### src/rtl/dither_pkg.sv
// Shared state, neighbour and write-source encodings for the Floyd-Steinberg sequencer.
package dither_pkg;

   typedef enum logic [3:0] {
      IDLE, LOAD, PX_RD, PX_WR, NB_RD, NB_WR, ADV, UL_RD, UL_WAIT, FIN
   } seq_state_t;

   typedef enum logic [1:0] {NB_E, NB_SW, NB_S, NB_SE} nb_sel_t;

   typedef enum logic [1:0] {SRC_MCU, SRC_QUANT, SRC_DIFF} mem_src_t;

endpackage

### src/rtl/dither_nb_addr_gen.sv
// Planar pixel / neighbour address generator with edge-aware neighbour validity.
// Neighbours are visited in E, SW, S, SE order; x terms mirror when row_dir=1.
module dither_nb_addr_gen
   import dither_pkg::*;
#(
   parameter int IMAGEX   = 64,
   parameter int IMAGEY   = 64,
   parameter int CHANNELS = 1,
   parameter int ADDR_W   = $clog2(IMAGEX*IMAGEY*CHANNELS),
   parameter int CH_W     = (CHANNELS > 1) ? $clog2(CHANNELS) : 1,
   parameter int X_W      = $clog2(IMAGEX),
   parameter int Y_W      = $clog2(IMAGEY)
) (
   input  logic [X_W-1:0]    x,
   input  logic [Y_W-1:0]    y,
   input  logic [CH_W-1:0]   ch,
   input  logic              row_dir,
   input  nb_sel_t           sel,
   output logic [ADDR_W-1:0] pix_addr,
   output logic [ADDR_W-1:0] nb_addr,
   output logic              first_vld,
   output nb_sel_t           first_sel,
   output logic              next_vld,
   output nb_sel_t           next_sel
);

   localparam logic [ADDR_W-1:0] PLANE = ADDR_W'(IMAGEX*IMAGEY);
   localparam logic [ADDR_W-1:0] ROW   = ADDR_W'(IMAGEX);
   localparam logic [ADDR_W-1:0] ONE   = ADDR_W'(1);

   logic       x_first, x_last, y_last;
   logic [3:0] vld;

   // "first"/"last" are relative to the scan direction of the current row
   assign x_first = row_dir ? (x == X_W'(IMAGEX-1)) : (x == '0);
   assign x_last  = row_dir ? (x == '0) : (x == X_W'(IMAGEX-1));
   assign y_last  = (y == Y_W'(IMAGEY-1));

   assign vld = {!x_last && !y_last, !y_last, !x_first && !y_last, !x_last};

   assign pix_addr = ADDR_W'(ch) * PLANE + ADDR_W'(y) * ROW + ADDR_W'(x);

   always_comb begin
      nb_addr = pix_addr;
      case (sel)
         NB_E:    nb_addr = row_dir ? pix_addr - ONE : pix_addr + ONE;
         NB_SW:   nb_addr = row_dir ? pix_addr + ROW + ONE : pix_addr + ROW - ONE;
         NB_S:    nb_addr = pix_addr + ROW;
         default: nb_addr = row_dir ? pix_addr + ROW - ONE : pix_addr + ROW + ONE;
      endcase
   end

   // Downward scan so the lowest-index valid neighbour wins
   always_comb begin
      first_vld = 1'b0;
      first_sel = NB_E;
      next_vld  = 1'b0;
      next_sel  = NB_E;
      for (int i = 3; i >= 0; i--) begin
         if (vld[i]) begin
            first_vld = 1'b1;
            first_sel = nb_sel_t'(2'(i));
         end
         if (vld[i] && (i > int'(sel))) begin
            next_vld = 1'b1;
            next_sel = nb_sel_t'(2'(i));
         end
      end
   end

endmodule

### src/rtl/dither_seq_ctrl.sv
// Floyd-Steinberg sequencer: MCU load, per-pixel/channel quantise + neighbour RMW, MCU unload.
// Define DITHER_SERPENTINE_EN to alternate scan direction on every row.
module dither_seq_ctrl
   import dither_pkg::*;
#(
   parameter int IMAGEX   = 64,
   parameter int IMAGEY   = 64,
   parameter int CHANNELS = 1,
   parameter int ADDR_W   = $clog2(IMAGEX*IMAGEY*CHANNELS),
   parameter int CH_W     = (CHANNELS > 1) ? $clog2(CHANNELS) : 1
) (
   input  logic              clk,
   input  logic              rst,
   input  logic              start,
   input  logic              tx_valid,
   output logic              tx_ready,
   output logic              rx_valid,
   input  logic              rx_ready,
   output logic [ADDR_W-1:0] mem_addr,
   output logic              mem_rden,
   output logic              mem_wren,
   output logic [1:0]        mem_src,
   output logic [1:0]        nb_sel,
   output logic              err_latch,
   output logic [CH_W-1:0]   ch_idx,
   output logic              row_dir,
   output logic              busy,
   output logic              done
);

   localparam int X_W = $clog2(IMAGEX);
   localparam int Y_W = $clog2(IMAGEY);
   localparam logic [ADDR_W-1:0] LAST_WORD = ADDR_W'(IMAGEX*IMAGEY*CHANNELS-1);
   localparam logic [X_W-1:0]    X_MAX     = X_W'(IMAGEX-1);

   seq_state_t        state, state_nx;
   logic [X_W-1:0]    x, x_nx;
   logic [Y_W-1:0]    y, y_nx;
   logic [CH_W-1:0]   ch, ch_nx;
   logic              dir, dir_nx;
   logic [ADDR_W-1:0] word, word_nx;
   nb_sel_t           nb, nb_nx;

   logic [ADDR_W-1:0] pix_addr, nb_addr;
   logic              first_vld, next_vld;
   nb_sel_t           first_sel, next_sel;

   dither_nb_addr_gen #(
      .IMAGEX(IMAGEX), .IMAGEY(IMAGEY), .CHANNELS(CHANNELS),
      .ADDR_W(ADDR_W), .CH_W(CH_W), .X_W(X_W), .Y_W(Y_W)
   ) u_nb (
      .x(x), .y(y), .ch(ch), .row_dir(dir), .sel(nb),
      .pix_addr(pix_addr), .nb_addr(nb_addr),
      .first_vld(first_vld), .first_sel(first_sel),
      .next_vld(next_vld), .next_sel(next_sel)
   );

   always_ff @(posedge clk or posedge rst) begin
      if (rst) begin
         state <= IDLE;
         x     <= '0;
         y     <= '0;
         ch    <= '0;
         dir   <= 1'b0;
         word  <= '0;
         nb    <= NB_E;
      end else begin
         state <= state_nx;
         x     <= x_nx;
         y     <= y_nx;
         ch    <= ch_nx;
         dir   <= dir_nx;
         word  <= word_nx;
         nb    <= nb_nx;
      end
   end

   always_comb begin
      state_nx  = state;
      x_nx      = x;
      y_nx      = y;
      ch_nx     = ch;
      dir_nx    = dir;
      word_nx   = word;
      nb_nx     = nb;
      tx_ready  = 1'b0;
      rx_valid  = 1'b0;
      mem_addr  = '0;
      mem_rden  = 1'b0;
      mem_wren  = 1'b0;
      mem_src   = SRC_MCU;
      nb_sel    = NB_E;
      err_latch = 1'b0;
      done      = 1'b0;
      case (state)
         IDLE: if (start) begin
            state_nx = LOAD;
            word_nx  = '0;
         end
         LOAD: begin
            tx_ready = 1'b1;
            mem_addr = word;
            if (tx_valid) begin
               mem_wren = 1'b1;
               if (word == LAST_WORD) begin
                  state_nx = PX_RD;
                  x_nx     = '0;
                  y_nx     = '0;
                  ch_nx    = '0;
                  dir_nx   = 1'b0;
               end else begin
                  word_nx = word + ADDR_W'(1);
               end
            end
         end
         PX_RD: begin
            mem_rden = 1'b1;
            mem_addr = pix_addr;
            state_nx = PX_WR;
         end
         PX_WR: begin
            mem_wren  = 1'b1;
            mem_src   = SRC_QUANT;
            err_latch = 1'b1;
            mem_addr  = pix_addr;
            if (first_vld) begin
               nb_nx    = first_sel;
               state_nx = NB_RD;
            end else begin
               state_nx = ADV;
            end
         end
         NB_RD: begin
            mem_rden = 1'b1;
            mem_addr = nb_addr;
            nb_sel   = nb;
            state_nx = NB_WR;
         end
         NB_WR: begin
            mem_wren = 1'b1;
            mem_src  = SRC_DIFF;
            mem_addr = nb_addr;
            nb_sel   = nb;
            if (next_vld) begin
               nb_nx    = next_sel;
               state_nx = NB_RD;
            end else begin
               state_nx = ADV;
            end
         end
         ADV: begin
            state_nx = PX_RD;
            if (ch != CH_W'(CHANNELS-1)) begin
               ch_nx = ch + CH_W'(1);
            end else begin
               ch_nx = '0;
               if (dir ? (x != '0) : (x != X_MAX)) begin
                  x_nx = dir ? x - X_W'(1) : x + X_W'(1);
               end else if (y == Y_W'(IMAGEY-1)) begin
                  state_nx = UL_RD;
                  word_nx  = '0;
                  x_nx     = '0;
                  y_nx     = '0;
                  dir_nx   = 1'b0;
               end else begin
                  y_nx = y + Y_W'(1);
`ifdef DITHER_SERPENTINE_EN
                  dir_nx = ~dir;
`endif
                  x_nx = dir_nx ? X_MAX : '0;
               end
            end
         end
         UL_RD: begin
            mem_rden = 1'b1;
            mem_addr = word;
            state_nx = UL_WAIT;
         end
         UL_WAIT: begin
            rx_valid = 1'b1;
            mem_addr = word;
            if (rx_ready) begin
               if (word == LAST_WORD) begin
                  state_nx = FIN;
               end else begin
                  word_nx  = word + ADDR_W'(1);
                  state_nx = UL_RD;
               end
            end
         end
         FIN: begin
            done     = 1'b1;
            state_nx = IDLE;
         end
         default: state_nx = IDLE;
      endcase
   end

   assign busy    = (state != IDLE);
   assign ch_idx  = ch;
   assign row_dir = dir;

endmodule

### config.mk
export PLATFORM = sky130hd
export DESIGN_NAME = dither_seq_ctrl
export DESIGN_NICKNAME = d
export VERILOG_FILES = /design/src/rtl/dither_pkg.sv /design/src/rtl/dither_nb_addr_gen.sv /design/src/rtl/dither_seq_ctrl.sv
export SDC_FILE = /design/constraint.sdc
export NUM_CORES = 1
export LEC_CHECK = 0
export ABC_CLOCK_PERIOD_IN_PS = 8000
export CAP_MARGIN = 20
export CORE_MARGIN = 2
export CORE_UTILIZATION = 27
export CTS_CLUSTER_DIAMETER = 60
export DETAILED_ROUTE_END_ITERATION = 7
export GPL_TIMING_DRIVEN = 0
export SLEW_MARGIN = 20
export SYNTH_ARGS = -nofsm -noshare
export SYNTH_HDL_FRONTEND = slang
export SYNTH_SLANG_ARGS = --single-unit
### constraint.sdc
create_clock -name clk -period 8 [get_ports clk]
set_input_delay 1.6 -clock clk [delete_from_list [all_inputs] [get_ports clk]]
set_output_delay 1.6 -clock clk [all_outputs]
set_load 0.1 [all_outputs]
# [Yosys cells after proc, flatten, opt, wreduce, memory -nomap -nowiden]
# Cells that the tools add are included.
[op_classes] add_sub_neg=11 n_lt_le_gt_ge=3 eq_ne=24 n_mux=73 reduce_logical=28
[op_table] cell="$mux W12" count=10
[op_table] cell="$pmux W12 S3" count=2
[op_table] cell="$mux W6" count=10
[op_table] cell="$pmux W12 S4" count=1
[op_table] cell="$add A12 B1 Y12 const B" count=3
[op_table] cell="$pmux W4 S9" count=1
[op_table] cell="$mux W2" count=12
[op_table] cell="$pmux W6 S2" count=2
[op_table] cell="$sub A12 B1 Y12 const B" count=2
[op_table] cell="$mux W1" count=22
[op_table] cell="$mux W4" count=5
[op_table] cell="$eq A4 B3 Y1 const B" count=4
[op_table] cell="$ne A2 B2 Y1 const B" count=8
[op_table] cell="$add A12 B6 Y12" count=1
[op_table] cell="$add A12 B7 Y12 const B" count=1
[op_table] cell="$add A6 B1 Y6 const B" count=2
[op_table] cell="$eq A12 B12 Y1 const B" count=1
[op_table] cell="$eq A6 B6 Y1 const B" count=2
[op_table] cell="$mux W3" count=3
[op_table] cell="$eq A4 B2 Y1 const B" count=2
[op_table] cell="$eq A4 B4 Y1 const B" count=2
[op_table] cell="$pmux W2 S2" count=2
[op_table] cell="$reduce_and A4 Y1" count=2
[op_table] cell="$reduce_bool A4 Y1" count=2
[op_table] cell="23 further kinds" count=37
[word_totals] register_bits=32 inputBits=5 output_inout_bits=25 word_cells=146

# [Depth between registers and ports, before layout]
# Gate-level depths: netlist of the first run.
[depth] depth_word=10 mapped_depth=11 mapped_depth_nobuf=9

# [Modules after synthesis]
# From an unflattened synthesis of the first run, not the netlist that was laid out.
[unflattened] hier_cells=541 hier_area_um2=4036.4
[modules_own_cells] module="dither_seq_ctrl" instances=1 cells_each=262 area_per_inst_um2=2194.6
[modules_own_cells] module="dither_nb_addr_gen" instances=1 cells_each=279 area_per_inst_um2=1841.8

# [Worst setup path before layout of the first run]
# OpenSTA, ideal clock, no wires.
[synth_timing] path_kind="flip-flop to output port" from="register x[4]" to="output mem_addr[7]" arrival_time_ns=3.574 path_slack_ns=2.826 path_stages_with_launch=7 n_path_buf=1 cell_sequence="dfrtp_1 buf_2 or4_1 o31ai_1 a21oi_1 xnor2_1 o21ai_0"
[synth_between] elab_chain_len=6
[synth_rtl] item="start, declared" line_no="dither_seq_ctrl.sv:37" source="logic [X_W-1:0] x, x_nx;"
[synth_rtl] item="start signal, assigned" line_no="dither_seq_ctrl.sv:69" source="x <= x_nx;"
[synth_rtl] item="$add A12 B6 Y12 (*)" line_no="dither_nb_addr_gen.sv:41" source="assign pix_addr = ADDR_W'(ch) * PLANE + ADDR_W'(y) * ROW + ADDR_W'(x);"
[synth_rtl] item="$add A12 B7 Y12" line_no="dither_nb_addr_gen.sv:47, dither_nb_addr_gen.sv:48, dither_nb_addr_gen.sv:49"
[synth_rtl] item="$add A12 B1 Y12 / $sub A12 B1 Y12 (equally long branches)" line_no="dither_nb_addr_gen.sv:47, dither_nb_addr_gen.sv:49"
[synth_rtl] item="$mux W12, on equally long branches" line_no="dither_nb_addr_gen.sv:49, dither_nb_addr_gen.sv:47"
[synth_rtl] item="$pmux W12 S3" line_no="dither_nb_addr_gen.sv:45" source="case (sel)"
[synth_rtl] item="$pmux W12 S3 (*)" line_no="dither_seq_ctrl.sv:95" source="case (state)"
[synth_rtl] item="end, declared" line_no="dither_seq_ctrl.sv:19" source="output logic [ADDR_W-1:0] mem_addr,"
# Every way passes the cells marked *; elsewhere a longest branch is shown, timed or not.

# [Worst setup path after layout of the first run]
[layout_timing] from="register y[0]" to="output mem_addr[9]"
[layout_between] elab_chain_len=6
[layout_rtl] item="start, declared" line_no="dither_seq_ctrl.sv:38" source="logic [Y_W-1:0] y, y_nx;"
[layout_rtl] item="start signal, assigned" line_no="dither_seq_ctrl.sv:70" source="y <= y_nx;"
[layout_rtl] item="$add A12 B6 Y12 (*)" line_no="dither_nb_addr_gen.sv:41"
[layout_rtl] item="$add A12 B7 Y12" line_no="dither_nb_addr_gen.sv:47, dither_nb_addr_gen.sv:48, dither_nb_addr_gen.sv:49"
[layout_rtl] item="$add A12 B1 Y12 / $sub A12 B1 Y12 (equally long branches)" line_no="dither_nb_addr_gen.sv:47, dither_nb_addr_gen.sv:49"
[layout_rtl] item="$mux W12, on equally long branches" line_no="dither_nb_addr_gen.sv:49, dither_nb_addr_gen.sv:47"
[layout_rtl] item="$pmux W12 S3" line_no="dither_nb_addr_gen.sv:45"
[layout_rtl] item="$pmux W12 S3 (*)" line_no="dither_seq_ctrl.sv:95"
# Marks and branches as above.

==> impl_metrics.ini, run 1 <==
[worst_hold_path]
worstHoldStart = word[0]
hold_depth = 1
hold_class = register to register
holdPathEnd = word[0]

[setup_path]
crit_path_end_kind = primary output
path_cells = clkbuf_1 > nand3_1 > xnor2_1 > ha_1 > nor3b_1 > o21ai_0 > o21ai_0 > a221o_1 > a21oi_1 > nand3_1 > clkdlybuf4s50_1
cp_top_family = buffers and inverters
crit_slowest_cell = clkdlybuf4s50_1
r2r_slack_ns = 5.59
critPathRequiredTime_ns = 6.40
startpoint_type = register
path_class = register to primary output
worstPathArrival_ns = 3.98
critPathMaxStageDelay_ns = 0.98
crit_fanout = 10
crit_buf_inv = 2
r2r_end = y[5]
r2r_start = word[1]
worstRegToRegCells = 8

[place]
port_buffers = 27
placed_area_mm2 = 0.00351
dp_hpwl_mm = 7.34
dp.cells = 602
gp_congestion = 0.853
post-place-ws_ns = 2.79

[cts]
cts.path.max_buffers = 2
root_buffer = clkbuf_16
ctsResizeCount = 0
cts_hold_buf = 0
path_clk_slew_ns = 0.05
clk_latency_ns = 0.28
post-cts-setup-buffer-count = 0
htree_levels = 2
cts_tree = built
cts-buffers-inserted = 5
cts_sinks = 30

[global_routing]
grt_pass1_wl_mm = 16.2
grt_pass1_vias = 3090
grt_max_degree = 31
overflow = 0
antenna_found_initial = 0
track_usage_pct = 16.1

[timing]
slew_headroom_pct = 34.6
rsz0062_at_grt = false
tightest_slew_ns = 0.978
setup_ws_ns = 2.42
finalHoldViolations = 0
whs_ns = 0.537
fin_crit_ns = 5.58
setup_tns_ns = 0
setup_viol = 0
finalClockSkew_ns = 0.00558
max_freq_mhz = 179
drv_slew = 0
finalCritPeriodShare_pct = 69.8

[floorplan]
dieWidth_um = 110
die-area_mm2 = 0.0122
fp-row-count = 38
initial_utilization_pct = 28.0
core_area_mm2 = 0.0109
fp.dieH_um = 110
ios = 30

[layout]
num-nets-final = 483
fin_cells = 610
fin_util_pct = 33.5
fin_area_mm2 = 0.00366
drive_above_1_share_pct = 7.23
area_delta_synth_final_pct = 19.6
antenna_cells = 0

[yosys]
synth_edf_count = 0
yosysTopAreaCell = dfrtp_1
ys_types = 63
yosysTopAreaCellShare_pct = 24.5
ys_warn_count = 0
ys.flop_type = dfrtp_1
avgSynthCellArea_um2 = 7.05
synth_seq_cells = 30
netlist_area_mm2 = 0.00306
synth_area_leaders = dfrtp_1, nand2_1, a21oi_1
netlist_instances = 434
async_flop_share_pct = 100
ys_seq_area_share_pct = 24.5

[routing]
dr.pass1.iters = 5
dr_wl_met2_mm = 4.61
viasPerCell = 5.61
wl_per_cell_um = 16.3
drt-met1-wl_mm = 4.56
via_count = 3424
drt_iter0_markers = 324
ant_nets = 0
met3_length_um = 698
wl_mm = 9.95
drc = 0
top_layer = met4

[power_and_ir_drop]
power.density_mw_per_mm2 = 155
p_total_mw = 0.566
peakVddDrop_mv = 0.0939
p_leak_nw = 1.48

[run]
drv_cap = 0

[run_status]
status = completed
## layer usage
layer	vias to the layer above	global-route usage, %
li1	1641	-
met4	0	4.42
met5	-	0
met3	7	2.25
met1	1613	23.3
met2	163	24.9
## report_power, final
group	switching, mW	total (mW)	leakage [nW]	internal [mW]
combinational	0.141	0.189	1.04	0.0474
sequential	0.0172	0.180	0.366	0.162
clock	0.0748	0.198	0.0729	0.123
total	0.233	0.566	1.48	0.333
## Yosys cell counts, drive strengths merged (3+ instances only)
cell type,count
nor2,36
a21oi,37
xor2,4
o31ai,7
a21o,3
dfrtp,30
nand2,53
mux2i,4
inv,12
nor2b,8
nand3,24
ha,9
o211ai,3
nand2b,4
clkbuf,25
o21ai,57
nand4,5
and3,10
xnor2,11
a31oi,9
a22oi,4
o22ai,3
buf,16
nor3,9
and2,5
or3,7
nor4,3
## how the worst max path moves through the flow
stage               startpoint     endpoint  slack [ns]  depth (start not counted)
floorplan                 x[4]  mem_addr[7]        2.83                          6
global placement          y[0]  mem_addr[9]        2.81                         11
detailed placement        y[0]  mem_addr[9]        2.79                         11
CTS                       y[0]  mem_addr[9]        2.47                         11
global route              y[0]  mem_addr[9]        2.18                         11
finish                    y[0]  mem_addr[9]        2.42                         11
## sequential cells by signal, indices dropped and copies added, names as in the netlist
signal,cells
nb,2
state,4
word,12
x,6
y,6
## cells in the final DEF, fill, tap and decap left out, types with 5 or more instances in the layout
cell	synthesis	routed
inv_1	11	10
clkbuf_16	0	5
and3_1	10	10
and2_1	5	5
buf_4	5	5
o21ai_1	22	22
nor3_1	9	9
o31ai_1	6	6
clkdlybuf4s50_1	0	27
nand3_1	24	24
dfrtp_1	30	30
a21oi_1	36	36
nor2_1	35	35
nor2b_1	8	8
ha_1	9	9
o21ai_0	35	35
a31oi_1	9	9
clkbuf_1	23	23
xnor2_1	11	11
buf_2	9	9
nand4_1	5	5
nand2_1	52	52
or3_1	7	7
## cell families after synthesis
kind of cell / count (synthesis) / synth area share, %
compound gates: 146 / 29.0
buf+inv: 53 / 8.06
fa+ha+maj: 9 / 3.68
xor+xnor: 15 / 4.29
mux: 5 / 1.68
other cells: 1 / 0.123
flops: 30 / 24.5
simple gates: 175 / 28.7
## layout make-up
class,count,area (um^2)
repair buffers,27,270
inverters,12,45.0
clock inverters,2,12.5
multi-input cells,352,2070
clock buffers,6,139
fillers,1203,7280
well taps,140,175
flip-flops and latches,30,751
plain buffers,41,201
Note: power is estimated with default switching activity, not from simulation.
==> run 2, diff against run 1 <==
ABC_CLOCK_PERIOD_IN_PS = 5300   (was 8000)
clock period = 5.3 ns   (was 8 ns; I/O delays follow)
==> results of run 2 <==
The final DEF is identical to that of run 1. Status: completed.
Among the figures that moved: setup slack after placement 2.79 ns -> 0.626 ns; setup slack after layout 2.42 ns -> 0.256 ns; register-to-register setup slack 5.59 ns -> 2.89 ns; total power 0.566 mW -> 0.855 mW; worst IR drop on VDD 0.0939 mV -> 0.142 mV
==> run 3, diff against run 2 <==
CORE_UTILIZATION = 55   (was 27)
DONT_BUFFER_PORTS = 1   (was not set)
PLACE_DENSITY = 0.7   (was not set)
==> impl_metrics.ini, run 3 (synthesis results as in run 1) <==
[cts]
htree_levels = 2
post-cts-setup-buffer-count = 0
cts-buffers-inserted = 5
root_buffer = clkbuf_8
path_clk_slew_ns = 0.07
clk_latency_ns = 0.29
ctsResizeCount = 0
cts_tree = built
cts_hold_buf = 0
cts.path.max_buffers = 2
cts_sinks = 30

[global_routing]
overflow = 0
antenna_found_initial = 0
grt_max_degree = 31
grt_pass1_vias = 2996
grt_pass1_wl_mm = 15.0
track_usage_pct = 30.7

[run]
drv_cap = 0

[floorplan]
die-area_mm2 = 0.00617
fp-row-count = 27
core_area_mm2 = 0.00544
ios = 30
dieWidth_um = 78.6
fp.dieH_um = 78.6
initial_utilization_pct = 56.2

[timing]
slew_headroom_pct = 21.6
setup_viol = 0
finalCritPeriodShare_pct = 92.6
finalClockSkew_ns = 0.00487
drv_slew = 0
rsz0062_at_grt = false
fin_crit_ns = 4.91
setup_tns_ns = 0
finalHoldViolations = 0
max_freq_mhz = 204
tightest_slew_ns = 1.18

[worst_hold_path]
hold_depth = 2
holdPathEnd = word[5]
worstHoldStart = word[5]
hold_class = register to register

[routing]
wl_mm = 9.23
drt_iter0_markers = 367
ant_nets = 0
dr.pass1.iters = 5
viasPerCell = 6.51
wl_per_cell_um = 17.8
drc = 0
via_count = 3381

[layout]
largest_register_ff_count = 12
fin_cells = 519
largestRegisters = word x12, x x6, y x6
final_common_cell = nand2_1
layout_common_cells = nand2_1, a21oi_1, o21ai_0
num-fill-cells = 534
drive_above_1_share_pct = 10.3
num-nets-final = 460
fin_area_mm2 = 0.00336
area_delta_synth_final_pct = 9.69
largest-register = word
antenna_cells = 0

[place]
port_buffers = 0
gp_congestion = 0.976
placed_area_mm2 = 0.00325
dp.cells = 511
dp_hpwl_mm = 6.75

[setup_path]
path_class = register to primary output
crit_fanout = 10
critPathRequiredTime_ns = 4.24
worstRegToRegCells = 8
worstPathArrival_ns = 3.85
crit_path_end_kind = primary output
r2r_end = x[3]
r2r_slack_ns = 2.83
r2r_start = word[0]
startpoint_type = register

[run_status]
status = completed

[power_and_ir_drop]
peakVddDrop_mv = 0.274
power.density_mw_per_mm2 = 234
p_leak_nw = 1.41
run 3: worst max path at each step:
stage	startpoint	end	slack, ns	depth (start not counted)
after floorplan	x[4]	mem_addr[7]	0.67	6
after global placement	state[3]	mem_addr[7]	0.45	4
after detailed placement	state[3]	mem_addr[9]	0.86	6
after CTS	state[3]	mem_addr[9]	0.55	6
after global routing	state[3]	mem_addr[9]	0.33	6
final	state[3]	mem_addr[9]	0.39	6
run 3: layout make-up:
| cell class | count | area, um^2 | area share, % |
|---|---|---|---|
| Clock inverter | 3 | 40.0 | 1.19 |
| Clock buffer | 5 | 68.8 | 2.05 |
| Inverter | 12 | 45.0 | 1.34 |
| Tap cell | 72 | 90.1 | 2.68 |
| Timing Repair Buffer | 4 | 61.3 | 1.83 |
| Sequential cell | 30 | 751 | 22.4 |
| Buffer | 41 | 203 | 6.04 |
| Multi-Input combinational cell | 352 | 2100 | 62.5 |
run 3: critical path, stage by stage, from the launching register on:
cell and delay (ns):
dfrtp_1 0.45, buf_2 0.23, nor3_1 0.70, nand2_1 0.42
inv_1 0.76, nand4b_1 0.17, nand3_1 0.82
run 3: routing by layer:
metal | wire [um] | vias to the layer above | global-route usage [%] | share of wire [%]
met5 | 0 | - | 0 | 0
met2 | 4130 | 183 | 47.9 | 45
met3 | 762 | 24 | 4.48 | 8.3
met1 | 4080 | 1577 | 43.1 | 44
met4 | 262 | 0 | 10.9 | 2.8
li1 | - | 1597 | - | -
run 3: through the flow:
| stage | hold WS [ns] | worst slack, ns | total power, mW | util, % |
|---|---|---|---|---|
| after floorplan | 0.486 | 0.666 | 0.489 | - |
| after global placement | 0.508 | 0.447 | 0.517 | 58.0 |
| after detailed placement | 0.531 | 0.857 | 0.553 | 59.7 |
| after CTS | 0.548 | 0.549 | 0.784 | 61.7 |
| after global routing | 0.581 | 0.326 | 0.817 | 61.7 |
| final | 0.540 | 0.395 | 0.785 | 61.7 |
run 3: report_power, final:
group | leakage, nW | switching, mW | total (mW) | internal, mW
logic | 0.989 | 0.215 | 0.280 | 0.0656
registers | 0.366 | 0.0250 | 0.270 | 0.245
clock network | 0.0579 | 0.0971 | 0.235 | 0.138
